`config.mk`:
```
export PLATFORM = sky130hd
export DESIGN_NAME = seq_pattern_tx
export DESIGN_NICKNAME = d
export VERILOG_FILES = /design/src/rtl/seq_pattern_tx.sv
export SDC_FILE = /design/constraint.sdc
export NUM_CORES = 1
export LEC_CHECK = 0
export CORE_MARGIN = 1
export CORE_UTILIZATION = 39
export DETAILED_ROUTE_END_ITERATION = 16
export DONT_BUFFER_PORTS = 1
export PLACE_DENSITY_LB_ADDON = 0.05
export SKIP_CTS_REPAIR_TIMING = 1
export SLEW_MARGIN = 20
export SYNTH_ARGS = -nofsm -noshare
export SYNTH_HDL_FRONTEND = slang
export SYNTH_SLANG_ARGS = --single-unit
```
`constraint.sdc`:
```
create_clock -name clk -period 4.6 [get_ports clk]
set_clock_uncertainty 0.15 [all_clocks]
set_input_delay 0.46 -clock clk [delete_from_list [all_inputs] [get_ports clk]]
set_output_delay 0.46 -clock clk [all_outputs]
set_load 0.1 [all_outputs]
```
`src/rtl/seq_pattern_tx.sv`:
```
// Serial frame transmitter: shifts a loaded word onto a 1-bit line and keeps
// a saturating count of overlapping "101" patterns seen on that line.
module seq_pattern_tx #(
  parameter int DATA_W    = 8,
  parameter int CNT_W     = 8,
  parameter int GAP_CYC   = 0,
  parameter int MSB_FIRST = 1
) (
  input  logic              clk,
  input  logic              rst,
  input  logic [DATA_W-1:0] load_data,
  input  logic              load_valid,
  output logic              load_ready,
  output logic              out,
  output logic              out_valid,
  output logic              done,
  input  logic              cnt_clr,
  output logic [CNT_W-1:0]  match_cnt
);

  localparam int BIT_W = $clog2(DATA_W);
  localparam int GAP_W = (GAP_CYC > 1) ? $clog2(GAP_CYC) : 1;
  localparam logic [BIT_W-1:0] LAST_BIT = BIT_W'(DATA_W - 1);
  localparam logic [BIT_W-1:0] PRE_LAST = BIT_W'(DATA_W - 2);
  localparam logic [GAP_W-1:0] LAST_GAP = GAP_W'((GAP_CYC > 0) ? (GAP_CYC - 1) : 0);
  localparam logic [CNT_W-1:0] CNT_MAX  = '1;

  typedef enum logic [1:0] {IDLE, SHIFT, GAP} state_t;

  state_t             r_state;
  logic [DATA_W-1:0]  r_shift;
  logic [BIT_W-1:0]   r_bit_cnt;
  logic [GAP_W-1:0]   r_gap_cnt;
  logic               r_ready;
  logic               r_out;
  logic               r_valid;
  logic               r_done;
  logic [1:0]         r_hist;
  logic [CNT_W-1:0]   r_cnt;

  logic [DATA_W-1:0]  w_next_shift;
  logic               w_next_bit;
  logic               w_first_bit;
  logic               w_match;

  // The head of the shift register is always the bit on the line.
  assign w_next_shift = (MSB_FIRST != 0) ? {r_shift[DATA_W-2:0], 1'b0}
                                         : {1'b0, r_shift[DATA_W-1:1]};
  assign w_next_bit   = (MSB_FIRST != 0) ? w_next_shift[DATA_W-1] : w_next_shift[0];
  assign w_first_bit  = (MSB_FIRST != 0) ? load_data[DATA_W-1] : load_data[0];
  assign w_match      = (r_hist == 2'b10) && r_out;

  always_ff @(posedge clk) begin
    if (rst) begin
      r_state   <= IDLE;
      r_shift   <= '0;
      r_bit_cnt <= '0;
      r_gap_cnt <= '0;
      r_ready   <= 1'b1;
      r_out     <= 1'b0;
      r_valid   <= 1'b0;
      r_done    <= 1'b0;
    end else begin
      case (r_state)
        IDLE: begin
          if (load_valid) begin
            r_state   <= SHIFT;
            r_shift   <= load_data;
            r_bit_cnt <= '0;
            r_out     <= w_first_bit;
            r_valid   <= 1'b1;
            r_done    <= 1'b0;
            r_ready   <= 1'b0;
          end
        end
        SHIFT: begin
          if (r_bit_cnt == LAST_BIT) begin
            r_out   <= 1'b0;
            r_valid <= 1'b0;
            r_done  <= 1'b0;
            if (GAP_CYC > 0) begin
              r_state   <= GAP;
              r_gap_cnt <= '0;
              r_ready   <= 1'b0;
            end else begin
              r_state <= IDLE;
              r_ready <= 1'b1;
            end
          end else begin
            r_shift   <= w_next_shift;
            r_bit_cnt <= r_bit_cnt + 1'b1;
            r_out     <= w_next_bit;
            r_done    <= (r_bit_cnt == PRE_LAST);
          end
        end
        GAP: begin
          if (r_gap_cnt == LAST_GAP) begin
            r_state <= IDLE;
            r_ready <= 1'b1;
          end else begin
            r_gap_cnt <= r_gap_cnt + 1'b1;
          end
        end
        default: begin
          r_state <= IDLE;
          r_ready <= 1'b1;
        end
      endcase
    end
  end

  // History sees idle zeros too, so patterns can span frame boundaries.
  always_ff @(posedge clk) begin
    if (rst) begin
      r_hist <= 2'b00;
      r_cnt  <= '0;
    end else begin
      r_hist <= {r_hist[0], r_out};
      if (cnt_clr)
        r_cnt <= '0;
      else if (w_match && (r_cnt != CNT_MAX))
        r_cnt <= r_cnt + 1'b1;
    end
  end

  assign load_ready = r_ready;
  assign out        = r_out;
  assign out_valid  = r_valid;
  assign done       = r_done;
  assign match_cnt  = r_cnt;

endmodule

```
* Word level (Yosys, flattened, before mapping) *
Index checks and enable logic that the tools add are counted.

storage, ports and cells
  output and inout port bits = 12
  bits in writable memories = 0
  bits in read-only memories = 0
  bits in registers = 27
  logic and storage cells = 55
  latch bits = 0
  bits of input ports = 12
  memories kept = 0

cells by class
  bitwise logic cells = 0
  div/mod/pow operators = 0
  multipliers = 0
  shifts and indexed selects = 0
  multiplexer cells = 23
  eq/ne operators = 10
  reduce and logical (&&, ||, !) cells = 9
  add/subtract/negate cells = 3
  magnitude comparators = 0

operators with widths
  operator             count
  $mux 7               2
  $pmux 7 s2           1
  $mux 1               9
  $reduce_and 3->1     3
  $add 8x1->8 const B  1
  $ne 2x2->1 const B   4
  $ne 8x8->1 const B   1
  $eq 3x3->1 const B   2
  $mux 2               3
  $mux 3               2
  $pmux 1 s2           3
  $pmux 2 s3           1
  $pmux 3 s2           1
  $eq 2x2->1 const B   2
  $add 3x1->3 const B  1
  $pmux 1 s3           1
  $eq 2x1->1 const B   1
  $logic_and 1x1->1    2
  $logic_not 2->1      1
  $reduce_and 2->1     1
  $reduce_bool 2->1    1
  $reduce_or 2->1      1
  $add 1x1->1 const B  1

* Longest topological paths before layout *
  word-level depth = 3
  depth in mapped cells = 6

* Worst setup path after synthesis *
Ideal clock, no wire load.

  path kind = register -> register
  from = register r_cnt[0], in the netlist match_cnt[0]
  to = register r_cnt[0], in the netlist match_cnt[0]
  cell stages (with the launch flop) = 6
  data arrival time = 2.009 ns
  library setup time = 0.123 ns
  slack = 2.318 ns
  required time = 4.327 ns
  cells stage by stage = dfxtp_1 > ha_1 > nand3_1 > o21ai_0 > xor2_1 > nor2_1

on the way
  word-level cells in the longest chain between the ends = 2
  elaborated cells on any way between the ends = 3

ends and longest elaborated chain
  what                                                                 RTL line  text
  start: declaration                                                   39        logic [CNT_W-1:0] r_cnt;
  start signal: assignment                                             122       r_cnt <= r_cnt + 1'b1;
  parallel branches: the longest is 2 deep, another holds $add 8x1->8  n/a

Parallel ways; which one is timed is not known.
A chain may end at the register's enable or synchronous reset.

* Worst setup path after layout *
Ends and elaborated chain as after synthesis.

==> flow_summary.ini <==
[outcome]
outcome = finished clean

[logic_synthesis]
yosysWarnings = 0
avgSynthCellArea_um2 = 9.192
synthDistinctLibCells = 35
synthCells = 124
synth.net_count = 141
ys_seq_area_share_pct = 42.15
synth_commonest_cells = dfxtp_1, nor2_1, a211oi_1
yosysTopAreaCell = dfxtp_1
synth_edf_count = 0
synthFlopType = dfxtp_1
synth_area_leaders = dfxtp_1, mux2i_1, a211oi_1, nor2_1, ha_1
netlist_area_um2 = 1140
ys_ff_latch = 24
synth_top_area_share_pct = 42.15
synthArstFlopShare_pct = 0
yosysMostFrequentCell = dfxtp_1

[floorplan]
ios = 24
start_util_pct = 41.33
die_h_um = 56.06
dieArea_um2 = 3143
rows = 19
die_x_um = 56.06
coreArea_um2 = 2758

[detailed_routing]
drtPass1Iterations = 4
drtAntennaViolNets = 0
dr.first_iter.drc_count = 21
via_per_inst = 5.546
via_count = 843
wl_per_cell_um = 13.66
drc_errors = 0
drt_wl_total_um = 2077

[pwr]
peakVddDrop_v = 0.0002858
power.total_uw = 376.8
p_sw_share_pct = 26.26
seqPwrFrac_pct = 64.0
p_switching_uw = 98.95
leakage_nw = 0.4396
cell_internal_pwr_uw = 277.9
power_frac_comb_pct = 6.2
p_clk_share_pct = 29.8
power-per-cell-area_nw_per_um2 = 319.0

[timing]
hold_violations = 0
final.setup.tns_ns = 0
drv_slew = 0
holdWs_ns = 0.04458
relSlewSlack_pct = 21.57
min_period_over_period_pct = 53.35
worst_pin_slew_ns = 1.175
max_freq_mhz = 407.5
fin_crit_ns = 2.454
setup_viol = 0
rsz0062_at_grt = no

[critical_path]
worstPathArrival_ns = 2.52
cp_max_fo = 5
worst-setup-path-type = reg -> reg
endpoint_kind = flip-flop
crit_required_ns = 4.67
cp-startpoint = match_cnt[0]
reg2reg_from = match_cnt[0]
start_kind = flip-flop

[finish]
syn_to_final_growth_pct = 3.622
final-instance-count-excl-fill = 152
drive_gt1_share_pct = 8.264
seq_area_um2 = 481.7
fin_area_um2 = 1181
fillers = 269
antennaDiodeCount = 0
fin_nets = 139
multi_input_area_um2 = 613.1

[clocking]
cts_buffer_depth = 2
root_buffer = clkbuf_4
cts_tree = built
h-tree-depth = 1
cts_buffers = 3
numClockSinks = 24
clkLatencyLatePin_ns = 0.31
clk_pin_slew_ns = 0.14

[grt]
antenna_found_initial = 0
grt_use_total_pct = 13.97
grt_max_degree = 24
grt-ovfl-total = 0
grt_pass1_wl_um = 3456
grt_pass1_vias = 746

[hold_path]
hp-class = in -> reg
min_from = rst

[placed_design]
port-buffer-count = 0
hpwl_um = 1436
gp_congestion = 0.7524
placed_cells = 148
place_area_um2 = 1145

[run]
max_cap_viol_count = 0
## path summary, 6_finish.rpt
path	cells past startpoint	end	slack [ns]
worst max-delay path	5	match_cnt[0]	2.15
worst min-delay path	1	r_bit_cnt[0]	0.04
worst max register to register	5	match_cnt[0]	2.15
worst min register to register	1	r_hist[1]	0.32
## placed cells by master, fill, tap and decap left out, types with 2 or more instances in the layout
master	Yosys	routed
xor2_1	2	2
ha_1	5	5
nor2b_1	3	3
and3_1	2	2
dfxtp_1	24	23
a31oi_1	2	2
a21oi_1	8	8
nand2_1	5	5
a211oi_1	11	11
nor2_1	18	18
mux2i_1	9	9
inv_1	3	3
nor3_1	3	3
clkbuf_4	0	3
o21ai_0	3	3
nand3_1	2	2
## cell families (layout without fill, tap and decap cells)
group           Yosys count  count (layout)  synth area share (%)
mux                      10              10                 8.892
buf+inv                  10               7                 4.060
fa+ha+maj                 5               5                 5.488
flops                    24              24                 42.15
xor+xnor                  3               3                 2.306
compound gates           29              29                 16.69
simple gates             43              43                 20.42
## power groups by stage
stage | combinational, mW | sequential (mW) | clock (mW)
floorplan | 0.0282 | 0.240 | 0
global placement | 0.0228 | 0.245 | 0
detailed placement | 0.0232 | 0.246 | 0
CTS | 0.0234 | 0.241 | 0.119
global route | 0.0262 | 0.243 | 0.127
finish | 0.0232 | 0.241 | 0.112
## through the flow
| step | utilization, % | worst slack [ns] |
|---|---|---|
| 4_1_cts | 42.83 | 2.155 |
| 3_3_place_gp | 41.52 | 2.228 |
| 5_1_grt | 42.83 | 1.988 |
| 2_1_floorplan | - | 2.318 |
| 3_5_place_dp | 41.52 | 2.181 |
| 6_report | 42.83 | 2.146 |
## metal layers
layer	wire, um	vias up	GRT usage (%)	part of all wire (%)
met1	1049	376	16.76	51
met4	18	0	3.833	0.87
li1	-	442	-	-
met3	126	2	6.744	6.1
met5	0	-	0	0
met2	882	23	22.28	42
## critical path: stages, from the launching register on
cell,delay [ns]
dfxtp_1,1.09
ha_1,0.37
nand3_1,0.11
o21ai_0,0.41
xor2_1,0.19
nor2_1,0.05
## registers in the layout, summed over array words and instances (netlist names)
name / cells
r_shift: 7
r_bit_cnt: 3
out: 1
load_ready: 1
done: 1
out_valid: 1
match_cnt: 8
r_hist: 2
## cell type report
type | instances | area share, %
multi-input cells | 90 | 51.91
inverters | 3 | 0.9534
well taps | 31 | 3.284
flip-flops and latches | 24 | 40.78
clock buffers | 4 | 3.072
Power figures use the tool's default switching activity.
